<file path="config.mk">
export PLATFORM = sky130hd
export DESIGN_NAME = stu_level_ctrl
export DESIGN_NICKNAME = d
export VERILOG_FILES = /design/src/rtl/stu_pkg.sv /design/src/rtl/stu_level_fsm.sv /design/src/rtl/stu_level_ctrl.sv
export SDC_FILE = /design/constraint.sdc
export NUM_CORES = 1
export LEC_CHECK = 0
export BUFFER_PORTS_ARGS = -buffer_cell sky130_fd_sc_hd__buf_2
export CAP_MARGIN = 20
export CORE_AREA = 8 8 82 157
export CTS_CLUSTER_SIZE = 16
export DETAILED_ROUTE_END_ITERATION = 12
export DIE_AREA = 0 0 90 165
export PLACE_DENSITY = 0.42
export SKIP_LAST_GASP = 1
export SLEW_MARGIN = 20
export SYNTH_ARGS = -nofsm -noshare
export SYNTH_HDL_FRONTEND = slang
export SYNTH_SLANG_ARGS = --single-unit
</file>
<file path="constraint.sdc">
create_clock -name clk -period 1.9 [get_ports clk]
set_input_delay 0.19 -clock clk [delete_from_list [all_inputs] [get_ports clk]]
set_output_delay 0.19 -clock clk [all_outputs]
set_load 0.03 [all_outputs]
</file>
<file path="src/rtl/stu_pkg.sv">
// Shared types and defaults for the STU speculation-level controller:
// level enum, parameter defaults and saturating level step helpers.
package stu_pkg;

  typedef enum logic [1:0] {
    BYPASS       = 2'd0,
    CONSERVATIVE = 2'd1,
    OPTIMISTIC   = 2'd2
  } spec_level_t;

  localparam int NUM_CORES_DEFAULT      = 4;
  localparam int CONF_W_DEFAULT         = 4;
  localparam int PROMOTE_THR_DEFAULT    = 8;
  localparam int SQUASH_PENALTY_DEFAULT = 4;
  localparam int HOLDOFF_DEFAULT        = 16;
  localparam int PERF_CNT_W             = 32;

  function automatic spec_level_t spec_level_inc(input spec_level_t lvl);
    case (lvl)
      BYPASS:       return CONSERVATIVE;
      CONSERVATIVE: return OPTIMISTIC;
      default:      return OPTIMISTIC;
    endcase
  endfunction

  function automatic spec_level_t spec_level_dec(input spec_level_t lvl);
    case (lvl)
      OPTIMISTIC:   return CONSERVATIVE;
      CONSERVATIVE: return BYPASS;
      default:      return BYPASS;
    endcase
  endfunction

endpackage

</file>
<file path="src/rtl/stu_level_fsm.sv">
// One core's level channel: level/confidence/holdoff state, 1-cycle event-to-level latency,
// no backpressure (freeze_i holds everything). Perf counters exist only under STU_PERF_CNT_EN.
module stu_level_fsm
  import stu_pkg::*;
#(
  parameter int CONF_W         = CONF_W_DEFAULT,
  parameter int PROMOTE_THR    = PROMOTE_THR_DEFAULT,
  parameter int SQUASH_PENALTY = SQUASH_PENALTY_DEFAULT,
  parameter int HOLDOFF_CYCLES = HOLDOFF_DEFAULT
) (
  input  logic        clk,
  input  logic        rst_n,
  input  logic        freeze_i,
  input  logic        commit_i,
  input  logic        squash_i,
  input  logic        unsafe_i,
  output spec_level_t level_o,
  output logic        level_chg_o,
  output logic        holdoff_o
`ifdef STU_PERF_CNT_EN
  ,
  output logic [PERF_CNT_W-1:0] squash_cnt_o,
  output logic [PERF_CNT_W-1:0] promote_cnt_o
`endif
);

  localparam int HO_W = $clog2(HOLDOFF_CYCLES + 1);
  localparam logic [CONF_W-1:0] CONF_MAX = '1;
  localparam logic [CONF_W-1:0] THR      = CONF_W'(PROMOTE_THR);
  localparam logic [CONF_W-1:0] PEN      = CONF_W'(SQUASH_PENALTY);
  localparam logic [HO_W-1:0]   HO_LOAD  = HO_W'(HOLDOFF_CYCLES);

  spec_level_t       level_q, level_d;
  logic [CONF_W-1:0] conf_q, conf_d;
  logic [HO_W-1:0]   holdoff_q, holdoff_d;
  logic              chg_q, chg_d;
  logic              promote_ok;

  always_ff @(posedge clk or negedge rst_n) begin
    if (!rst_n) begin
      level_q   <= BYPASS;
      conf_q    <= '0;
      holdoff_q <= '0;
      chg_q     <= 1'b0;
    end else begin
      level_q   <= level_d;
      conf_q    <= conf_d;
      holdoff_q <= holdoff_d;
      chg_q     <= chg_d;
    end
  end

  assign promote_ok = (holdoff_q == '0) && (conf_q >= THR) && (level_q != OPTIMISTIC);

  // Event priority: unsafe > squash > promote > commit; lower ones are dropped.
  always_comb begin
    level_d   = level_q;
    conf_d    = conf_q;
    holdoff_d = holdoff_q;
    chg_d     = 1'b0;
    if (!freeze_i) begin
      if (holdoff_q != '0) holdoff_d = holdoff_q - 1'b1;
      if (unsafe_i) begin
        level_d   = BYPASS;
        conf_d    = '0;
        holdoff_d = HO_LOAD;
      end else if (squash_i) begin
        level_d = spec_level_dec(level_q);
        conf_d  = (conf_q > PEN) ? conf_q - PEN : '0;
      end else if (promote_ok) begin
        level_d = spec_level_inc(level_q);
        conf_d  = '0;
      end else if (commit_i && (conf_q != CONF_MAX)) begin
        conf_d = conf_q + 1'b1;
      end
      chg_d = (level_d != level_q);
    end
  end

  always_comb begin
    level_o     = level_q;
    level_chg_o = chg_q;
    holdoff_o   = (holdoff_q != '0);
  end

`ifdef STU_PERF_CNT_EN
  logic                  squash_evt, promote_evt;
  logic [PERF_CNT_W-1:0] squash_cnt_q, promote_cnt_q;

  assign squash_evt  = !freeze_i && !unsafe_i && squash_i;
  assign promote_evt = !freeze_i && !unsafe_i && !squash_i && promote_ok;

  always_ff @(posedge clk or negedge rst_n) begin
    if (!rst_n) begin
      squash_cnt_q  <= '0;
      promote_cnt_q <= '0;
    end else begin
      if (squash_evt && (squash_cnt_q != '1))   squash_cnt_q  <= squash_cnt_q + 1'b1;
      if (promote_evt && (promote_cnt_q != '1)) promote_cnt_q <= promote_cnt_q + 1'b1;
    end
  end

  assign squash_cnt_o  = squash_cnt_q;
  assign promote_cnt_o = promote_cnt_q;
`endif

endmodule

</file>
<file path="src/rtl/stu_level_ctrl.sv">
// Per-core adaptive speculation-level controller; level_o registered, events land on the next edge,
// no backpressure (freeze_i holds all channels). STU_PERF_CNT_EN adds squash/promote counters.
module stu_level_ctrl
  import stu_pkg::*;
#(
  parameter int NUM_CORES      = NUM_CORES_DEFAULT,
  parameter int CONF_W         = CONF_W_DEFAULT,
  parameter int PROMOTE_THR    = PROMOTE_THR_DEFAULT,
  parameter int SQUASH_PENALTY = SQUASH_PENALTY_DEFAULT,
  parameter int HOLDOFF_CYCLES = HOLDOFF_DEFAULT
) (
  input  logic                          clk,
  input  logic                          rst_n,
  input  logic                          freeze_i,
  input  logic [NUM_CORES-1:0]          commit_i,
  input  logic [NUM_CORES-1:0]          squash_i,
  input  logic [NUM_CORES-1:0]          unsafe_i,
  output spec_level_t [NUM_CORES-1:0]   level_o,
  output logic [NUM_CORES-1:0]          level_chg_o,
  output logic [NUM_CORES-1:0]          holdoff_o
`ifdef STU_PERF_CNT_EN
  ,
  output logic [NUM_CORES-1:0][PERF_CNT_W-1:0] squash_cnt_o,
  output logic [NUM_CORES-1:0][PERF_CNT_W-1:0] promote_cnt_o
`endif
);

  for (genvar g = 0; g < NUM_CORES; g++) begin : g_core
    stu_level_fsm #(
      .CONF_W         (CONF_W),
      .PROMOTE_THR    (PROMOTE_THR),
      .SQUASH_PENALTY (SQUASH_PENALTY),
      .HOLDOFF_CYCLES (HOLDOFF_CYCLES)
    ) u_fsm (
      .clk           (clk),
      .rst_n         (rst_n),
      .freeze_i      (freeze_i),
      .commit_i      (commit_i[g]),
      .squash_i      (squash_i[g]),
      .unsafe_i      (unsafe_i[g]),
      .level_o       (level_o[g]),
      .level_chg_o   (level_chg_o[g]),
      .holdoff_o     (holdoff_o[g])
`ifdef STU_PERF_CNT_EN
      ,
      .squash_cnt_o  (squash_cnt_o[g]),
      .promote_cnt_o (promote_cnt_o[g])
`endif
    );
  end

endmodule

</file>
==> results of run 1 <==
==> stage by stage <==
stage          hold WS (ns)  setup TNS, ns  util, %
4_1_cts               0.223              0     33.6
2_1_floorplan        -0.106              0        -
6_report              0.227              0     34.0
3_5_place_dp          0.209              0     32.0
5_1_grt               0.251        -0.0401     34.0
3_3_place_gp          0.204              0     32.0
==> power groups by stage <==
| stage | clock network, W | logic, W | registers [W] |
|---|---|---|---|
| global placement | 0 | 0.00118 | 0.00153 |
| floorplan | 0 | 0.000971 | 0.00147 |
| detailed placement | 0 | 0.00121 | 0.00153 |
| CTS | 0.00108 | 0.00122 | 0.00151 |
| finish | 0.00103 | 0.00126 | 0.00151 |
| global route | 0.00111 | 0.00144 | 0.00155 |
==> repair_timing <==
item	4_1_cts	5_1_grt
hold buffers	1	0
gates resized for setup	0	3
endpoints found under the hold margin	48	0
setup buffers	0	5
setup endpoints to repair	0	7
==> sequential cells by signal (all words and copies together) (netlist names) <==
name and cells:
g_core.u_fsm.conf_q 16, g_core.u_fsm.holdoff_q 20, g_core.u_fsm.level_chg_o 4, g_core.u_fsm.level_o 8
==> final cells by class <==
| cell class | instances | share of cell area, % |
|---|---|---|
| multi-input combinational | 256 | 46.9 |
| sequential | 48 | 32.7 |
| timing repair buffer | 44 | 7.76 |
| tap | 140 | 4.76 |
| clock buffer | 6 | 3.50 |
| inverter | 34 | 3.47 |
| clock inverter | 2 | 0.952 |
==> critical path, stage by stage, from the launching register on <==
cell and delay, ns:
dfrtp_1 0.40, inv_1 0.09, ha_1 0.16, nor4b_4 0.26, inv_2 0.15, o31ai_4 0.26
nor2_2 0.07, a211o_1 0.29
==> layer usage <==
layer | share of wire, % | GRT usage, %
met4 | 2.1 | 4.96
met1 | 39 | 11.0
met2 | 56 | 21.8
met5 | 0 | 0
met3 | 2.7 | 2.09
==> cell usage after synthesis (7+ instances only) <==
cell type  count
o21ai_0       25
a21oi_1       19
nand2_1       26
nand2b_1      15
dfrtp_1       48
inv_1         29
ha_1          16
o22ai_1        7
nor3_1        12
nand3_1       10
buf_4          8
nor2_1        25
clkbuf_1      11
==> final timing paths <==
kind / from / end / slack [ns] / cells after the start
max in group asynchronous: rst_n / g_core[0].u_fsm.level_chg_o / 1.24 / 3
worst min register to register: g_core[2].u_fsm.holdoff_q[1] / g_core[2].u_fsm.holdoff_q[1] / 0.51 / 2
worst min-delay path: commit_i[1] / g_core[1].u_fsm.conf_q[0] / 0.23 / 3
min in group asynchronous: rst_n / g_core[1].u_fsm.level_o[1] / 0.42 / 3
worst max register to register: g_core[0].u_fsm.holdoff_q[0] / g_core[0].u_fsm.conf_q[3] / 0.11 / 7
worst max-delay path: g_core[0].u_fsm.holdoff_q[0] / g_core[0].u_fsm.conf_q[3] / 0.11 / 7
==> cells by family after synthesis <==
group,after synthesis
simple gates,127
buf+inv,58
fa+ha+maj,16
compound gates,104
mux,5
xor+xnor,4
flops,48
==> flow_summary.toml, run 1 <==
[synth]
synth_compound_area_share_pct = 22.1
yosys-top-cells-area = "dfrtp_1 38%, ha_1 6.3%, o21ai_0 3.9%, inv_1 3.4%, nand2_1 3.1%"
ys_seq_elements = 48
synth-xor-area-share_pct = 1.10
synthMuxAreaShare_pct = 1.58
async_flop_share_pct = 100
synthesis.area_mm2 = 0.00317
synth_largest_area_cell = "dfrtp_1"
synthAdderAreaFrac_pct = 6.31
ys_warn_count = 0
synthSimpleGateAreaFrac_pct = 23.1
synth_top_area_share_pct = 37.8
synth_top_family_by_area = "simple AND/OR/NAND/NOR gates"
syn_area_per_cell_um2 = 8.77
ys.flop_type = "dfrtp_1"
syn-num-nets = 393
yosysSeqAreaShare_pct = 37.8
synth_enable_flop_cells = 0
yosysUniqueCellTypes = 55
synthCells = 362

[cts]
htreeDepth = 2
cts_buffer_depth = 2
cts_buffers = 5
cts-root-buf = "clkbuf_16"
clock_latency_ns = 0.30
cts.sinks = 48
cts_tree = "built"
clk_pin_slew_worst_paths_ns = 0.07

[routing]
ant_nets = 0
vias_per_cell = 5.08
dr_total_vias = 2691
first_pass_iters = 4
wirelength_mm = 8.01
routedWlPerCell_um = 15.1
detail_route.iter0.violations = 127
drcViolationCount = 0

[power]
power_density_mw_per_mm2 = 1030
ir_drop_mv = 0.472
p_clk_share_pct = 27.0
power.total_w = 0.00380
p_sw_w = 0.00139
seq_power_share_pct = 39.7
p_sw_share_pct = 36.6
comb_power_share_pct = 33.2
power.internal_w = 0.00241
p_leak_nw = 1.58

[global_route]
grt_pass1_vias = 2710
antenna_found_initial = 0
grtUsageTotal_pct = 11.1
grt_first_pass_wirelength_mm = 13.4
grt_overflow = 0
grt_max_degree = 49

[setup_path]
crit_type = "reg2reg"
start_kind = "flip-flop"
worst-path-max-fanout = 8
worstPathArrival_ns = 1.97
crit_required_ns = 2.08
cp-end-kind = "flip-flop"

[cells_and_area]
layout_common_cells = "48 x dfrtp_1, 29 x inv_1, 29 x buf_2"
drive_gt1_share_pct = 17.4
syn2layout_area_growth_pct = 15.9
antenna_cells = 0
multiInputGateArea_mm2 = 0.00173
nets = 420
register_area_mm2 = 0.00120
fin_area_mm2 = 0.00368
n_fill_cell = 1178
fin_cells = 530
mostFrequentLayoutCell = "dfrtp_1"

[floorplanning]
die_w_um = 90
initial_core_util_pct = 29.4
die_h_um = 165
io_pins = 31
dieArea_mm2 = 0.0149
core-area_mm2 = 0.0108
row_count = 54

[sta]
period_needed_ns = 1.79
finalSetupViolCount = 0
fmax_mhz = 558
rsz0062_at_grt = "yes"
slew_headroom_pct = 64.4
worst_slack_ns = 0.108
hold_viol = 0
post-route-period-util_pct = 94.3
clock_skew_ns = 0.00809
slew_violations = 0
worst_pin_slew_ns = 0.534

[placed_design]
placed_cell_area_mm2 = 0.00346
place.gp.congestion = 0.804
portBuffers = 30
placed_cells = 516
post-dp-hpwl_mm = 5.93
pre_cts_ws_ns = 0.130

[run_status]
status = "complete, no violations"

[worst_hold_path]
hp-class = "in2reg"

[run]
drv_cap = 0
(Power assumes the default switching activity.)
==> run 2, diff against run 1 <==
==> constraint.sdc (replaced) <==
create_clock -name clk -period 1.9 [get_ports clk]
set_input_delay 0 -clock clk [delete_from_list [all_inputs] [get_ports clk]]
set_output_delay 0 -clock clk [all_outputs]
set_load 0.03 [all_outputs]
==> run 2 against run 1 <==
Largest power group unchanged. Fmax grew 1.1%. Sequential share of layout area grew 0.60 points. Die area is the same. Worst setup slack gained 0.020 ns. Sequential power is essentially flat. Cell area shrank 1.8%. Via count shrank 1.1%.
==> flow_summary.toml, run 2 (synthesis gave the netlist of run 1 again) <==
[run_status]
status = "complete, no violations"

[global_route]
antenna_found_initial = 0
grt_pass1_vias = 2783
grt_max_degree = 40
grt_overflow = 0
grt_first_pass_wirelength_mm = 13.4
grtUsageTotal_pct = 11.0

[placed_design]
pre_cts_ws_ns = 0.134
place.gp.congestion = 0.797
portBuffers = 30
placed_cells = 515
post-dp-hpwl_mm = 6.06

[setup_path]
start_kind = "flip-flop"
crit_type = "reg2reg"
reg2reg_from = "g_core[0].u_fsm.holdoff_q[0]"
worstPathArrival_ns = 1.95
crit_required_ns = 2.08
reg2reg_slack_ns = 0.13
ff2ff_path_depth = 7
cp-end-kind = "flip-flop"
r2r_end = "g_core[0].u_fsm.conf_q[3]"
worst-path-max-fanout = 8

[power]
power_density_mw_per_mm2 = 1010
ir_drop_mv = 0.516
p_sw_w = 0.00138
power.internal_w = 0.00227
comb_power_share_pct = 33.1
p_leak_nw = 1.54
p_clk_share_pct = 25.2
seq_power_share_pct = 41.6
p_sw_share_pct = 37.8

[floorplanning]
die_h_um = 165
initial_core_util_pct = 29.4
die_w_um = 90
row_count = 54
dieArea_mm2 = 0.0149
core-area_mm2 = 0.0108
io_pins = 31

[sta]
worst_slack_ns = 0.128
post-route-period-util_pct = 93.2
clock_skew_ns = 0.00574
fmax_mhz = 564
period_needed_ns = 1.77
slew_violations = 0
worst_pin_slew_ns = 0.707
rsz0062_at_grt = "yes"
hold_viol = 0
slew_headroom_pct = 52.9
finalSetupViolCount = 0

[cts]
htreeDepth = 2
cts_tree = "built"
cts_buffers = 5
clk_pin_slew_worst_paths_ns = 0.06
cts_buffer_depth = 2
cts.sinks = 48
cts-root-buf = "clkbuf_16"
clock_latency_ns = 0.29

[worst_hold_path]
hp-start = "commit_i[1]"
whs_path_depth = 3
hp-class = "in2reg"
min_to = "g_core[1].u_fsm.conf_q[0]"

[cells_and_area]
regMostFlops = "g_core.u_fsm.holdoff_q"
layout_common_cells = "48 x dfrtp_1, 30 x buf_2, 29 x inv_1"
drive_gt1_share_pct = 16.4
mostFrequentLayoutCell = "dfrtp_1"
fin_cells = 525
antenna_cells = 0
syn2layout_area_growth_pct = 13.8
nets = 415
largest_reg_flops = 20

[routing]
dr_total_vias = 2661
ant_nets = 0
vias_per_cell = 5.07
routedWlPerCell_um = 15.1
wirelength_mm = 7.91
drcViolationCount = 0
detail_route.iter0.violations = 111
first_pass_iters = 4

[run]
drv_cap = 0
## run 2: worst max-delay path, cell delays in order, from the launching register on
cell,delay [ns]
dfrtp_1,0.40
inv_1,0.09
ha_1,0.15
nor4b_4,0.25
inv_2,0.14
o31ai_4,0.26
nor2_2,0.07
a211o_1,0.29
## run 2: worst max-delay path by stage
| stage | start | cells past startpoint | slack, ns | end |
|---|---|---|---|---|
| after global placement | g_core[0].u_fsm.holdoff_q[0] | 7 | 0.17 | g_core[0].u_fsm.conf_q[3] |
| final | g_core[0].u_fsm.holdoff_q[0] | 7 | 0.13 | g_core[0].u_fsm.conf_q[3] |
| after floorplan | g_core[0].u_fsm.holdoff_q[0] | 7 | 0.26 | g_core[0].u_fsm.conf_q[3] |
| after global routing | g_core[3].u_fsm.holdoff_q[0] | 7 | -0.003 | g_core[3].u_fsm.level_o[0] |
| after detailed placement | g_core[0].u_fsm.holdoff_q[0] | 7 | 0.13 | g_core[0].u_fsm.conf_q[3] |
| after CTS | g_core[0].u_fsm.holdoff_q[0] | 7 | 0.12 | g_core[0].u_fsm.conf_q[3] |
## run 2: per-stage QoR
| stage | TNS, ns | instance area [um^2] | total power, W | util, % | hold WS (ns) |
|---|---|---|---|---|---|
| 2_1_floorplan | 0 | 3170 | 0.00244 | - | -0.296 |
| 3_3_place_gp | 0 | 3430 | 0.00271 | 31.7 | 0.0323 |
| 3_5_place_dp | 0 | 3430 | 0.00272 | 31.7 | 0.0381 |
| 4_1_cts | 0 | 3580 | 0.00369 | 33.2 | 0.0502 |
| 5_1_grt | -0.00262 | 3610 | 0.00395 | 33.4 | 0.0868 |
| 6_report | 0 | 3610 | 0.00365 | 33.4 | 0.0592 |
## run 2: cell type report
type | count | area, um^2
repair buffers | 39 | 220
multi-input cells | 256 | 1740
clock inverters | 2 | 10.0
fillers | 1164 | 7200
flip-flops and latches | 48 | 1200
well taps | 140 | 175
inverters | 34 | 128
clock buffers | 6 | 139
## run 2: power groups by stage
stage / clock network (W) / logic (W) / registers [W]
4_1_cts: 0.000976 / 0.00120 / 0.00151
6_report: 0.000921 / 0.00121 / 0.00152
5_1_grt: 0.00102 / 0.00137 / 0.00157
3_5_place_dp: 0 / 0.00120 / 0.00153
3_3_place_gp: 0 / 0.00117 / 0.00153
2_1_floorplan: 0 / 0.000971 / 0.00147
## run 2: repair_timing
item | CTS | global route
endpoints found under the hold margin | 22 | 0
endpoints found under the setup margin | 0 | 3
setup buffers | 0 | 1
hold buffers | 1 | 0
gates resized for setup | 0 | 2
## run 2: metal layers
metal	up-vias	GRT usage [%]	share of wire (%)
met5	-	0	0
met4	0	4.27	1.3
met3	6	1.73	2.1
met2	32	22.2	57
met1	1291	10.7	40
li1	1332	-	-
==> run 3, diff against run 2 <==
CORE_AREA = 2 2 76 151   (was 8 8 82 157)
DIE_AREA = 0 0 78 153   (was 0 0 90 165)
==> run 3 against run 2 <==
Flip-flop and latch count did not move. Cell area rose by 1.1%. Combinational power barely moved. First-iteration DRC count rose by 64%. Sequential power barely moved. Hold slack got worse by 0.0040 ns. Fmax rose by 0.84%. Largest cell class unchanged. Via count rose by 1.4%. Global-route usage rose by 2.6 points. Core utilization rose by 0.36 points. Final cell count fell by 0.38%. Die area fell by 20%.
==> flow_summary.toml, run 3 (synthesis gave the netlist of run 1 again) <==
[run_status]
status = "complete, no violations"

[cells_and_area]
multiInputGateArea_mm2 = 0.00173
nets = 413
mostFrequentLayoutCell = "dfrtp_1"
drive_gt1_share_pct = 16.2
antenna_cells = 0
layout_common_cells = "48 x dfrtp_1, 30 x buf_2, 29 x inv_1"
register_area_mm2 = 0.00120
n_fill_cell = 1151
regMostFlops = "g_core.u_fsm.holdoff_q"
largest_reg_flops = 20
syn2layout_area_growth_pct = 15.0

[setup_path]
worstPathCellList = "inv_1 -> ha_1 -> nor4b_4 -> inv_2 -> o31ai_4 -> nor2_2 -> a211o_1"
crit_type = "reg2reg"
cpPeakStageDelay_ns = 0.40
cp-end-kind = "flip-flop"
worst-path-max-fanout = 8
critPathBufInv = 2
cpLargestDelayFamily = "compound AO/OA/AOI/OAI gates"
worstPathArrival_ns = 1.93
start_kind = "flip-flop"
crit_slowest_cell = "dfrtp_1"
crit_required_ns = 2.08

[worst_hold_path]
hp-class = "in2reg"

[global_route]
use_met3_pct = 2.18
grtUsageTotal_pct = 13.6
grt_first_pass_wirelength_mm = 13.0
antenna_found_initial = 0
top_usage_layer = "met2"
grtUsageMet1_pct = 14.5
grtUsageMet2_pct = 25.8
grt_overflow = 0
grt_max_degree = 41
grt_pass1_vias = 2720

[routing]
first_pass_iters = 4
routedWlPerCell_um = 14.8
dr_total_vias = 2698
drcViolationCount = 0
vias_per_cell = 5.16
ant_nets = 0
wirelength_mm = 7.72
detail_route.iter0.violations = 182

[sta]
setup_tns_ns = 0
post-route-period-util_pct = 92.5
clock_skew_ns = 0.00642
rsz0062_at_grt = "no"
period_needed_ns = 1.76
fmax_mhz = 569
finalSetupViolCount = 0
slew_headroom_pct = 60.4
worst_pin_slew_ns = 0.593
slew_violations = 0
hold_viol = 0
holdWs_ns = 0.0551

[power]
ir_drop_mv = 0.438
p_sw_w = 0.00137
p_leak_nw = 1.55
power_density_mw_per_mm2 = 1040
p_clk_share_pct = 29.1
comb_power_share_pct = 31.2
p_sw_share_pct = 36.0
seq_power_share_pct = 39.8
power.internal_w = 0.00243

[floorplanning]
core-area_mm2 = 0.0108
initial_core_util_pct = 29.4
row_count = 54
die_w_um = 78
dieArea_mm2 = 0.0119
die_h_um = 153
io_pins = 31

[placed_design]
portBuffers = 30
place.gp.congestion = 0.779
post-dp-hpwl_mm = 5.70

[cts]
cts_buffers = 5
cts-root-buf = "clkbuf_16"
clk_pin_slew_worst_paths_ns = 0.07
clock_latency_ns = 0.29
cts_buffer_depth = 2
cts_tree = "built"
cts_setup_buffers = 0
htreeDepth = 2
cts.sinks = 48

[run]
drv_cap = 0
-- run 3: path summary, 6_finish.rpt --
path	from	to	slack, ns	depth (start not counted)
max reg2reg	g_core[0].u_fsm.holdoff_q[0]	g_core[0].u_fsm.conf_q[3]	0.14	7
max	g_core[0].u_fsm.holdoff_q[0]	g_core[0].u_fsm.conf_q[3]	0.14	7
min in group asynchronous	rst_n	g_core[2].u_fsm.holdoff_q[1]	0.10	2
min	unsafe_i[2]	g_core[2].u_fsm.holdoff_q[1]	0.06	2
max in group asynchronous	rst_n	g_core[0].u_fsm.conf_q[2]	1.29	3
min reg2reg	g_core[2].u_fsm.holdoff_q[1]	g_core[2].u_fsm.holdoff_q[1]	0.51	2
-- run 3: area by class of cell --
type,instances,share of cell area [%]
inverter,34,3.50
clock inverter,1,0.822
clock buffer,7,4.18
sequential,48,32.9
timing repair buffer,37,6.31
multi-input combinational,256,47.5
tap,140,4.80
-- run 3: through the flow --
| step | cells | cell area (um^2) | setup slack, ns | total power, W | util [%] |
|---|---|---|---|---|---|
| 2_1_floorplan | 362 | 3170 | 0.258 | 0.00244 | - |
| 3_3_place_gp | 514 | 3440 | 0.170 | 0.00272 | 31.9 |
| 3_5_place_dp | 514 | 3440 | 0.150 | 0.00273 | 31.9 |
| 4_1_cts | 523 | 3640 | 0.128 | 0.00388 | 33.6 |
| 5_1_grt | 523 | 3650 | 0.00147 | 0.00411 | 33.8 |
| 6_report | 523 | 3650 | 0.143 | 0.00379 | 33.8 |
-- run 3: layer usage --
layer	share of wire, %	vias to the layer above	routed length (um)
met5	0	-	0
met1	40	1329	3050
met4	2.0	0	151
met2	56	34	4310
li1	-	1325	-
met3	2.7	10	210
-- run 3: power by group through the flow --
stage | registers, W | logic, W | clock network [W]
finish | 0.00151 | 0.00118 | 0.00110
global route | 0.00156 | 0.00137 | 0.00119
CTS | 0.00151 | 0.00121 | 0.00116
detailed placement | 0.00153 | 0.00120 | 0
global placement | 0.00153 | 0.00119 | 0
floorplan | 0.00147 | 0.000971 | 0
-- run 3: what timing repair did --
item,CTS,global route
hold endpoints to repair,48,0
setup endpoints to repair,0,4
resized for setup,0,2
hold buffers,1,0
